## config.mk

```make
export PLATFORM = sky130hd
export DESIGN_NAME = sys_timing_flat
export DESIGN_NICKNAME = d
export VERILOG_FILES = /design/src/rtl/sys_timing_pkg.sv /design/src/rtl/sys_timing_if.sv /design/src/rtl/sys_timing_sync2.sv /design/src/rtl/sys_timing.sv /design/src/flat_wrapper.sv
export SDC_FILE = /design/constraint.sdc
export NUM_CORES = 1
export LEC_CHECK = 0
export BUFFER_PORTS_ARGS = -buffer_cell sky130_fd_sc_hd__buf_2
export CORE_ASPECT_RATIO = 0.7
export CORE_MARGIN = 2
export CORE_UTILIZATION = 45
export CTS_CLUSTER_SIZE = 16
export DETAILED_ROUTE_END_ITERATION = 10
export SYNTH_ARGS = -nofsm -noshare
export SYNTH_HDL_FRONTEND = slang
export SYNTH_HIERARCHICAL = 1
export SYNTH_SLANG_ARGS = --single-unit
export TNS_END_PERCENT = 1
```

## constraint.sdc

```tcl
create_clock -name clk32 -period 1.9 [get_ports clk32]
set_input_delay 0.285 -clock clk32 [delete_from_list [all_inputs] [get_ports clk32]]
set_output_delay 0.285 -clock clk32 [all_outputs]
set_load 0.03 [all_outputs]
```

## src/rtl/sys_timing_pkg.sv

```systemverilog
// Shared C64 timing constants and types for the clk32 domain.
package sys_timing_pkg;

  // One phi0 period spans this many clk32 cycles.
  localparam int unsigned PHI_PHASES = 32;
  // The dot clock runs at clk32 / DOT_DIV.
  localparam int unsigned DOT_DIV    = 4;
  localparam int unsigned PHASE_W    = $clog2(PHI_PHASES);
  localparam int unsigned DOT_W      = $clog2(DOT_DIV);

  localparam logic [PHASE_W-1:0] PHI2_RISE_PHASE = PHASE_W'(15);
  localparam logic [PHASE_W-1:0] CYCLE_END_PHASE = PHASE_W'(31);
  localparam logic [DOT_W-1:0]   DOT_LAST        = DOT_W'(DOT_DIV - 1);

  typedef enum logic [1:0] {
    StWaitLock = 2'd0,
    StHold     = 2'd1,
    StRun      = 2'd2
  } state_e;

  // One counter serves both the lock filter and the hold period, so size it for the larger.
  function automatic int unsigned cnt_width(input int unsigned a, input int unsigned b);
    return $clog2((a > b) ? a : b) + 1;
  endfunction

endpackage

```

## src/rtl/sys_timing_if.sv

```systemverilog
// Timing bundle broadcast from sys_timing to every VIC-II / CPU-bus consumer.
interface sys_timing_if;
  import sys_timing_pkg::*;

  logic               sys_rstn;
  logic               running;
  logic [PHASE_W-1:0] phase;
  logic               dot_ce;
  logic               phi2;
  logic               phi2_rise_ce;
  logic               cycle_end_ce;

  modport master (
    output sys_rstn,
    output running,
    output phase,
    output dot_ce,
    output phi2,
    output phi2_rise_ce,
    output cycle_end_ce
  );

  modport slave (
    input sys_rstn,
    input running,
    input phase,
    input dot_ce,
    input phi2,
    input phi2_rise_ce,
    input cycle_end_ce
  );

endinterface

```

## src/rtl/sys_timing_sync2.sv

```systemverilog
// Generic two-flop synchronizer with asynchronous active-low reset.
// Each bit is synchronized independently; only use WIDTH > 1 for unrelated level signals.
module sys_timing_sync2 #(
  parameter int unsigned WIDTH = 1
) (
  input  logic             clk,
  input  logic             rstn,
  input  logic [WIDTH-1:0] d,
  output logic [WIDTH-1:0] q
);

  logic [WIDTH-1:0] meta_q;
  logic [WIDTH-1:0] sync_q;

  // Two back-to-back flops give the first stage a full cycle to resolve.
  always_ff @(posedge clk or negedge rstn) begin
    if (!rstn) begin
      meta_q <= '0;
      sync_q <= '0;
    end else begin
      meta_q <= d;
      sync_q <= meta_q;
    end
  end

  assign q = sync_q;

endmodule

```

## src/rtl/sys_timing.sv

```systemverilog
// System reset sequencer and C64 timing-enable generator (clk32 domain).
// Filters the PLL lock, holds sys_rstn low for a fixed period, then runs the phi0 phase
// counter and decodes the dot-clock and phi2 enables from it.
module sys_timing
  import sys_timing_pkg::*;
#(
  parameter int unsigned LOCK_FILTER = 16,
  parameter int unsigned HOLD_CYCLES = 1024
) (
  input  logic           clk32,
  input  logic           resetn,
  input  logic           pll_lock,
  sys_timing_if.master   tim
);

  localparam int unsigned     CNT_W     = cnt_width(LOCK_FILTER, HOLD_CYCLES);
  localparam logic [CNT_W-1:0] FILT_LAST = CNT_W'(LOCK_FILTER - 1);
  localparam logic [CNT_W-1:0] HOLD_LAST = CNT_W'(HOLD_CYCLES - 1);

  logic               lock_s;
  state_e             state_q, state_d;
  logic [CNT_W-1:0]   cnt_q, cnt_d;
  logic [PHASE_W-1:0] phase_q, phase_d;
  logic               rstn_q, rstn_d;

  // pll_lock is asynchronous; nothing else in this block looks at it directly.
  sys_timing_sync2 #(
    .WIDTH(1)
  ) u_lock_sync (
    .clk  (clk32),
    .rstn (resetn),
    .d    (pll_lock),
    .q    (lock_s)
  );

  // Next state and shared counter; lock loss overrides every other transition.
  always_comb begin
    state_d = state_q;
    cnt_d   = cnt_q;
    if (!lock_s) begin
      state_d = StWaitLock;
      cnt_d   = '0;
    end else begin
      unique case (state_q)
        StWaitLock: begin
          if (cnt_q == FILT_LAST) begin
            state_d = StHold;
            cnt_d   = '0;
          end else begin
            cnt_d = cnt_q + 1'b1;
          end
        end
        StHold: begin
          if (cnt_q == HOLD_LAST) begin
            state_d = StRun;
            cnt_d   = '0;
          end else begin
            cnt_d = cnt_q + 1'b1;
          end
        end
        StRun: begin
          cnt_d = '0;
        end
        default: begin
          state_d = StWaitLock;
          cnt_d   = '0;
        end
      endcase
    end
  end

  // Phase and reset follow state_d so the first RUN cycle already shows phase 0 and
  // sys_rstn high, and leaving RUN zeroes both in the same cycle.
  always_comb begin
    phase_d = '0;
    rstn_d  = (state_d == StRun);
    if ((state_q == StRun) && (state_d == StRun)) begin
      phase_d = phase_q + 1'b1;
    end
  end

  // State, counter, phase and reset registers.
  always_ff @(posedge clk32 or negedge resetn) begin
    if (!resetn) begin
      state_q <= StWaitLock;
      cnt_q   <= '0;
      phase_q <= '0;
      rstn_q  <= 1'b0;
    end else begin
      state_q <= state_d;
      cnt_q   <= cnt_d;
      phase_q <= phase_d;
      rstn_q  <= rstn_d;
    end
  end

  // Enable decodes from the registered phase, all gated by running.
  always_comb begin
    tim.sys_rstn     = rstn_q;
    tim.running      = rstn_q;
    tim.phase        = phase_q;
    tim.dot_ce       = rstn_q & (phase_q[DOT_W-1:0] == DOT_LAST);
    tim.phi2         = rstn_q & phase_q[PHASE_W-1];
    tim.phi2_rise_ce = rstn_q & (phase_q == PHI2_RISE_PHASE);
    tim.cycle_end_ce = rstn_q & (phase_q == CYCLE_END_PHASE);
  end

endmodule

```

## src/flat_wrapper.sv

```systemverilog
// flat-port wrapper written by rule: the top's interface ports become plain ports
module sys_timing_flat import sys_timing_pkg::*;
#(
  parameter int unsigned LOCK_FILTER = 16,
  parameter int unsigned HOLD_CYCLES = 1024
)
  (clk32, resetn, pll_lock, tim_sys_rstn, tim_running, tim_phase, tim_dot_ce, tim_phi2, tim_phi2_rise_ce, tim_cycle_end_ce);
  sys_timing_if tim_i ();
  input  logic clk32;
  input  logic resetn;
  input  logic pll_lock;
  output wire logic [$bits(tim_i.sys_rstn)-1:0] tim_sys_rstn;
  output wire logic [$bits(tim_i.running)-1:0] tim_running;
  output wire logic [$bits(tim_i.phase)-1:0] tim_phase;
  output wire logic [$bits(tim_i.dot_ce)-1:0] tim_dot_ce;
  output wire logic [$bits(tim_i.phi2)-1:0] tim_phi2;
  output wire logic [$bits(tim_i.phi2_rise_ce)-1:0] tim_phi2_rise_ce;
  output wire logic [$bits(tim_i.cycle_end_ce)-1:0] tim_cycle_end_ce;
  assign tim_sys_rstn = tim_i.sys_rstn;
  assign tim_running = tim_i.running;
  assign tim_phase = tim_i.phase;
  assign tim_dot_ce = tim_i.dot_ce;
  assign tim_phi2 = tim_i.phi2;
  assign tim_phi2_rise_ce = tim_i.phi2_rise_ce;
  assign tim_cycle_end_ce = tim_i.cycle_end_ce;
  sys_timing #(.LOCK_FILTER(LOCK_FILTER), .HOLD_CYCLES(HOLD_CYCLES)) u_core (.clk32(clk32), .resetn(resetn), .pll_lock(pll_lock), .tim(tim_i));
endmodule
```

==> results of run 1 <==
[timing repair]
| action | in CTS | in global routing |
|---|---|---|
| resized for setup | 1 | 2 |
| hold endpoints to repair | 21 | 0 |
| setup buffers | 1 | 2 |
| hold buffers | 1 | 0 |
| pin swaps | 0 | 1 |
| cloned | 0 | 0 |
| endpoints found under the setup margin | 2 | 2 |
[routing by layer]
| metal | share of wire [%] | GRT usage [%] | wire length, um |
|---|---|---|---|
| met4 | 1.1 | 5.22 | 20 |
| met1 | 54 | 22.5 | 958 |
| met5 | 0 | 0 | 0 |
| met3 | 4.2 | 6.27 | 74 |
| met2 | 41 | 20.6 | 721 |
[how the worst min path moves through the flow]
stage	start	end	slack [ns]	cells past startpoint
after floorplan	resetn	u_core/cnt_q[0]$_DFF_PN0_	-0.01	0
after global placement	resetn	u_core/cnt_q[8]$_DFF_PN0_	0.26	1
after detailed placement	resetn	u_core/cnt_q[9]$_DFF_PN0_	0.27	1
after CTS	pll_lock	u_core/u_lock_sync/meta_q$_DFF_PN0_	0.07	1
after global routing	pll_lock	u_core/u_lock_sync/meta_q$_DFF_PN0_	0.05	1
final	pll_lock	u_core/u_lock_sync/meta_q$_DFF_PN0_	0.08	1
[sequential cells by signal (all words and copies together) (netlist names)]
register / cells
u_core/u_lock_sync/q: 1
u_core/tim.phase: 5
u_core/state_q: 2
u_core/tim.running: 1
u_core/u_lock_sync/meta_q: 1
u_core/cnt_q: 11
[area by class of cell]
cell class | count | area, um2 | share of cell area [%]
clock buffer | 4 | 26.3 | 2.27
tap | 32 | 40.0 | 3.46
sequential | 21 | 526 | 45.4
inverter | 1 | 3.75 | 0.324
timing repair buffer | 17 | 104 | 8.96
multi-input combinational | 65 | 459 | 39.6
[kinds of logic after synthesis]
family / synth area share [%]
flops: 51.9
fa+ha+maj: 4.94
mux: 0.989
simple gates: 25.7
buf+inv: 2.97
compound gates: 4.82
xor+xnor: 8.65
[metrics by stage]
step	util (%)	cells	cell area (um2)
floorplan	-	90	1010
global placement	51.1	132	1090
detailed placement	51.1	132	1090
CTS	53.2	138	1140
global route	54.2	140	1160
finish	54.2	140	1160
[layout by cell type, fill, tap and decap left out, drive strengths merged, types with 3 or more instances in the layout]
cell type / count
nor3: 10
buf: 16
dfrtp: 21
ha: 4
nand3: 4
clkbuf: 4
xnor2: 4
xor2: 6
nand2: 5
nand4: 3
nor2: 9
and2: 4
[where the power goes]
part	switching, W	leakage (nW)	internal, W
clock network	0.000127	0.0150	0.0000819
registers	0.00000643	0.286	0.000454
logic	0.0000158	0.252	0.00000946
total	0.000149	0.553	0.000545
==> metrics.txt, run 1 <==
clk sinks 21; crit-path cells ha_2 > and3_1 > ha_1 > and2_1 > buf_2; port bufs 13; Avg Inst Size Synth 11.2 um2; Setup Skew 0.00191 ns; Fillers 212; GRT overflow 0; worst skew pair latency 0.30 ns; critical path launch point type register; H-Tree Depth 1; Post-Route WL 1770 um; Die W 60.7 um; worst-margin pin slew 0.449 ns; Worst Slack Setup Final 0.0510 ns; minimum clock period 1.85 ns; period utilization 97.3%; top-count cell post-synth dfrtp_1; fmax 0.541 GHz; DR vias/cell 4.98; setup TNS 0 ns; outcome completed; die height 43.7 um; cell area after synthesis 1010 um2; Critical Path Stages 5; largest net degree at the start of global routing 22; Pre-antenna DRT Iters 4; Pwr Density 599 nW/um2; worst path required time 1.62 ns; worst setup path start u_core/tim.phase[1]$_DFF_PN0_; synthesized flop and latch total 21; Core ar. 2140 um2; CTS clk-pin slew, worst paths 0.11 ns; Layout area overhead 14.5%; final hold vios 0; io pins 14; register area share after synthesis 51.9%; vias in the first global route 603; gpl congestion 0.777; DRT antenna net count 0; worst reg2reg path endpoint u_core/cnt_q[9]$_DFF_PN0_; RSZ-0062 raised after global routing true; Starting Density 47.4%; EDFF count, synth 0; Synth Instances 90; ys async rst share 100%; Synth area leaders dfrtp_1, xor2_1, ha_1, nor3_1, xnor2_1; CP Capture Type primary output; Most used DFF post-synth dfrtp_1; Worst slew margin 69.9%; CP Max Fanout 3; post-synth net total 97; GRT Total Usage 15.4%; synth cell count leaders dfrtp_1, nor3_1, nor2_1; Pwr Total 0.000694 W; warnings from Yosys 6; CP Capture Point tim_phi2_rise_ce; CP Class reg2out; max-slew violations 0; leak pwr 0.553 nW; clock root buffer master clkbuf_4; CP delay by family, top flip-flops; setup violators final 0; worst min-delay path category in2reg; initial detailed-routing violation count 18; Hold Slack 0.0788 ns; TritonCTS clock tree built; first-pass GRT wire length 2890 um; Netlist cell types 28; share of layout cells above drive strength 1 23.1%; Worst path slowest cell dfrtp_1; WL per Instance 12.7 um; Yosys top cell by area dfrtp_1; clock tree buffer depth 2; CP peak stage delay 0.41 ns; maximum vdd drop 0.000347 V; die area 2650 um2; Rows 14; reg-to-reg setup timing slack 0.31 ns; Max Cap Viol 0; Crit path buffers/inverters 1; DP HPWL 1220 um; diode count 0; Net count, final 116; R2R depth 4; via count 697; critical path data arrival time 1.56 ns; drt drc 0; Place WS 0.321 ns; CTS buffer count 3; top-area cell type share of the netlist area 51.9%; initial antenna violation count 0; R2R Path Start u_core/cnt_q[4]$_DFF_PN0_
Power figures use the tool's default switching activity.
==> run 2, diff against run 1 <==
--- a/config.mk
+++ b/config.mk
@@ -9,8 +9,11 @@
 export CORE_ASPECT_RATIO = 0.7
 export CORE_MARGIN = 2
 export CORE_UTILIZATION = 45
+export CTS_CLUSTER_DIAMETER = 50
 export CTS_CLUSTER_SIZE = 16
 export DETAILED_ROUTE_END_ITERATION = 10
+export MAX_ROUTING_LAYER = met4
+export PLACE_DENSITY = 0.67
 export SYNTH_ARGS = -nofsm -noshare
 export SYNTH_HDL_FRONTEND = slang
 export SYNTH_HIERARCHICAL = 1
==> constraint.sdc (replaced) <==
create_clock -name clk32 -period 1.53 [get_ports clk32]
set_input_delay 0.2295 -clock clk32 [delete_from_list [all_inputs] [get_ports clk32]]
set_output_delay 0.2295 -clock clk32 [all_outputs]
set_load 0.03 [all_outputs]
==> metrics.txt, run 2 (synthesized netlist as in run 1, its figures left out) <==
outcome complete, but fails checks; violated checks setup timing; RSZ-0062 raised after global routing true; DP HPWL 1330 um; io pins 14; switching share of power 21.3%; WL per Instance 13.2 um; critical path data arrival time 1.51 ns; commonest non-fill, non-tap cell in the layout dfrtp_1; Die W 60.7 um; worst reg2reg path endpoint u_core/cnt_q[4]$_DFF_PN0_; CP Max Fanout 2; setup violators final 3; max-slew violations 0; Fillers 192; H-Tree Depth 1; Pre-antenna DRT Iters 6; worst min-delay path category in2reg; Layout area overhead 27.9%; Starting Density 47.4%; commonest cells after routing, fill and taps aside dfrtp_1, buf_4, buf_2; diode count 0; minimum clock period 1.74 ns; R2R depth 5; Pint 0.000677 W; Largest register FFs 11; Comb power frac 3.7%; setup TNS -0.424 ns; Core ar. 2140 um2; largest net degree at the start of global routing 22; clk sinks 21; Rows 14; port bufs 13; Post-Route WL 1950 um; share of layout cells above drive strength 1 38.8%; GRT overflow 0; DR vias/cell 4.99; hold endpoint u_core/u_lock_sync/meta_q$_DFF_PN0_; DRT antenna net count 0; hold depth 1; CTS clk-pin slew, worst paths 0.11 ns; TritonCTS clock tree built; leak pwr 0.591 nW; worst-margin pin slew 0.466 ns; R2R Path Start u_core/cnt_q[6]$_DFF_PN0_; worst skew pair latency 0.30 ns; CP Class reg2out; clock tree buffer depth 2; HP Start pll_lock; Net count, final 124; placed cells 141; initial detailed-routing violation count 17; critical path launch point type register; Max Cap Viol 0; via count 739; CP Capture Type primary output; reg-to-reg setup timing slack 0.09 ns; Pwr Density 665 nW/um2; clock root buffer master clkbuf_4; Worst Slack Setup Final -0.209 ns; die area 2650 um2; fmax 0.575 GHz; NetSw 0.000184 W; initial antenna violation count 0; maximum vdd drop 0.000398 V; Finished Layout Cells 148; CTS buffer count 3; drt drc 0; Flop pwr share 66.4%; gpl congestion 0.834; die height 43.7 um; Worst slew margin 69.0%; worst path required time 1.30 ns; clock share of power 30.0%; vias in the first global route 708; GRT Total Usage 18.1%; first-pass GRT wire length 3310 um; Setup Skew 0.00108 ns; Top reg by flops u_core/cnt_q; period utilization 114%; final hold vios 0
[run 2: changes by cell type in the layout (fill, tap and decap cells not counted), moves of 2 or more]
cell | previous run | this run
and2_1 | 4 | 1
and2_4 | 0 | 3
buf_2 | 12 | 10
buf_4 | 3 | 11
buf_6 | 1 | 3
dfrtp_1 | 21 | 17
dfrtp_2 | 0 | 4
ha_1 | 3 | 1
ha_4 | 0 | 3
[run 2: critical path: stages (launching register included)]
cell     delay (ns)
dfrtp_2        0.45
ha_4           0.17
and3_4         0.18
ha_4           0.15
and2_4         0.13
buf_6          0.13
[run 2: worst max-delay path by stage]
stage                                  start                to  slack (ns)  cells after the start
2_1_floorplan  u_core/tim.phase[0]$_DFF_PN0_  tim_cycle_end_ce        0.01                      4
3_3_place_gp   u_core/tim.phase[0]$_DFF_PN0_  tim_cycle_end_ce        0.06                      5
3_5_place_dp   u_core/tim.phase[0]$_DFF_PN0_  tim_phi2_rise_ce        0.03                      5
4_1_cts        u_core/tim.phase[1]$_DFF_PN0_  tim_phi2_rise_ce       -0.19                      5
5_1_grt        u_core/tim.phase[0]$_DFF_PN0_  tim_phi2_rise_ce       -0.26                      5
6_report       u_core/tim.phase[1]$_DFF_PN0_  tim_cycle_end_ce       -0.21                      5
[run 2: repair_timing]
item,CTS,global route
hold endpoints to repair,21,0
cloned,0,0
endpoints found under the setup margin,2,10
buffers inserted,2,0
pin swaps,1,1
hold buffers,1,0
gates resized for setup,14,6
[run 2: layer usage]
metal / global-route usage [%] / part of all wire, %
met5: - / 0
met2: 26.9 / 47
met4: 5.65 / 2.0
met1: 23.2 / 47
met3: 6.57 / 4.3
[run 2: final cells by class]
| cell class | count | area, um2 | area share, % |
|---|---|---|---|
| sequential | 21 | 531 | 41.0 |
| multi-input combinational | 65 | 518 | 40.0 |
| timing repair buffer | 25 | 176 | 13.6 |
| tap | 32 | 40.0 | 3.09 |
| clock buffer | 4 | 26.3 | 2.03 |
| inverter | 1 | 3.75 | 0.290 |
[run 2: metrics by stage]
stage	util (%)	setup WS (ns)	total power (W)	cell area (um2)	hold WS, ns
floorplan	-	0.0143	0.000598	1010	-0.0661
global placement	54.3	0.0563	0.000611	1160	0.201
detailed placement	54.3	0.0290	0.000613	1160	0.217
CTS	59.0	-0.190	0.000877	1260	0.0180
global route	60.6	-0.264	0.000908	1290	0.00855
finish	60.6	-0.209	0.000861	1290	0.0271
[run 2: power by group through the flow]
stage | Clock, W | Sequential [W] | Combinational (W)
global route | 0.000297 | 0.000574 | 0.0000373
CTS | 0.000273 | 0.000571 | 0.0000330
floorplan | 0 | 0.000581 | 0.0000174
detailed placement | 0 | 0.000582 | 0.0000312
finish | 0.000258 | 0.000571 | 0.0000315
global placement | 0 | 0.000582 | 0.0000297
==> run 3, diff against run 2 <==
--- a/config.mk
+++ b/config.mk
@@ -6,7 +6,7 @@
 export NUM_CORES = 1
 export LEC_CHECK = 0
 export BUFFER_PORTS_ARGS = -buffer_cell sky130_fd_sc_hd__buf_2
-export CORE_ASPECT_RATIO = 0.7
+export CORE_ASPECT_RATIO = 0.8
 export CORE_MARGIN = 2
 export CORE_UTILIZATION = 45
 export CTS_CLUSTER_DIAMETER = 50
==> metrics.txt, run 3 (synthesized netlist as in run 1, its figures left out) <==
die area 2650 um2; diode count 0; CTS clk-pin slew, worst paths 0.13 ns; clock tree buffer depth 2; RSZ-0062 raised after global routing true; placed cells 136; port bufs 13; Worst Slack Setup Final -0.217 ns; commonest cells after routing, fill and taps aside dfrtp_1, buf_4, buf_2; crit-path cells ha_4 > and3_4 > ha_4 > and2_4 > buf_6; Register Area 528 um2; Pwr Density 667 nW/um2; DP HPWL 1380 um; clock root buffer master clkbuf_4; worst-margin pin slew 0.453 ns; M3 GR Usage 5.90%; CP peak stage delay 0.45 ns; H-Tree Depth 1; io pins 14; drt drc 0; fmax 0.572 GHz; max-slew violations 0; die height 46.4 um; Worst slew margin 69.8%; clk sinks 21; initial antenna violation count 0; Hold Slack 0.370 ns; Worst path slowest cell dfrtp_2; Rows 15; Setup Skew 0.0105 ns; initial detailed-routing violation count 10; first-pass GRT wire length 3190 um; worst path required time 1.30 ns; setup TNS -0.458 ns; worst min-delay path category reg2reg; CP Max Fanout 2; Largest register FFs 11; Finished Layout Cells 144; Top reg by flops u_core/cnt_q; Layout area overhead 31.0%; Starting Density 47.3%; GRT overflow 0; share of layout cells above drive strength 1 39.5%; GRT Total Usage 17.0%; TritonCTS clock tree built; final hold vios 0; grt met2 use 28.7%; vias in the first global route 700; Max Cap Viol 0; violated checks setup timing; cell mode on critical path ha_4; Layout Utilization 62.0%; CP Class reg2out; worst skew pair latency 0.31 ns; multi-input logic area 532 um2; met1 usage 20.5%; leak pwr 0.609 nW; outcome complete, but fails checks; Net count, final 127; critical path launch point type register; DR vias/cell 5.45; CP Capture Type primary output; Post-Route WL 2040 um; WL per Instance 14.1 um; Core ar. 2140 um2; commonest non-fill, non-tap cell in the layout dfrtp_1; maximum vdd drop 0.000646 V; GRT busiest layer met2; via count 785; gpl congestion 0.736; setup violators final 3; Fillers 189; largest net degree at the start of global routing 22; DRT antenna net count 0; Die W 57.0 um; Pre-antenna DRT Iters 4; period utilization 114%; CTS buffer count 3; minimum clock period 1.75 ns; critical path data arrival time 1.52 ns
run 3: where the power goes:
group,switching (W),leakage [nW],total (W),internal (W)
logic,0.0000203,0.312,0.0000337,0.0000134
registers,0.00000922,0.283,0.000573,0.000564
clock network,0.000178,0.0139,0.000278,0.0000997
run 3: per-stage QoR:
| stage | total power (W) | area, um2 | setup slack, ns |
|---|---|---|---|
| after floorplan | 0.000598 | 1010 | 0.0143 |
| after detailed placement | 0.000613 | 1170 | 0.0120 |
| after global routing | 0.000927 | 1330 | -0.271 |
| after global placement | 0.000612 | 1170 | 0.0482 |
| final | 0.000885 | 1330 | -0.217 |
| after CTS | 0.000892 | 1280 | -0.223 |
run 3: final cells by class:
cell class	instances	area share, %
tap	25	2.36
sequential	21	39.8
clock inverter	1	0.566
inverter	1	0.283
multi-input combinational	65	40.1
clock buffer	3	1.70
timing repair buffer	28	15.2
run 3: metal layers:
metal	vias to the layer above	part of all wire [%]	wire [um]
met5	-	0	0
met4	0	0.44	9
met3	6	4.3	88
met2	26	50	1020
met1	381	45	916
li1	372	-	-
run 3: timing repair:
action | in CTS | in global routing
endpoints found under the hold margin | 21 | 1
hold buffers | 1 | 1
setup endpoints to repair | 3 | 13
pin swaps | 1 | 2
setup buffers | 2 | 0
cloned | 0 | 0
resized for setup | 15 | 5
run 3: worst max-delay path, delay by kind of cell (launching register included):
| kind | cells | cell delay, ns |
|---|---|---|
| flops | 1 | 0.45 |
| fa+ha+maj | 2 | 0.31 |
| simple gates | 2 | 0.31 |
| buf+inv | 1 | 0.13 |
run 3: worst paths after layout:
check	startpoint	endpoint	slack [ns]	depth (start not counted)
worst max-delay path	u_core/tim.phase[1]$_DFF_PN0_	tim_phi2_rise_ce	-0.22	5
worst min-delay path	u_core/u_lock_sync/meta_q$_DFF_PN0_	u_core/u_lock_sync/q$_DFF_PN0_	0.37	0
worst max register to register	u_core/cnt_q[0]$_DFF_PN0_	u_core/state_q[0]$_DFF_PN0_	0.02	4
worst min register to register	u_core/u_lock_sync/meta_q$_DFF_PN0_	u_core/u_lock_sync/q$_DFF_PN0_	0.37	0
max in group asynchronous	resetn	u_core/tim.phase[0]$_DFF_PN0_	0.80	2
min in group asynchronous	resetn	u_core/cnt_q[1]$_DFF_PN0_	0.38	2
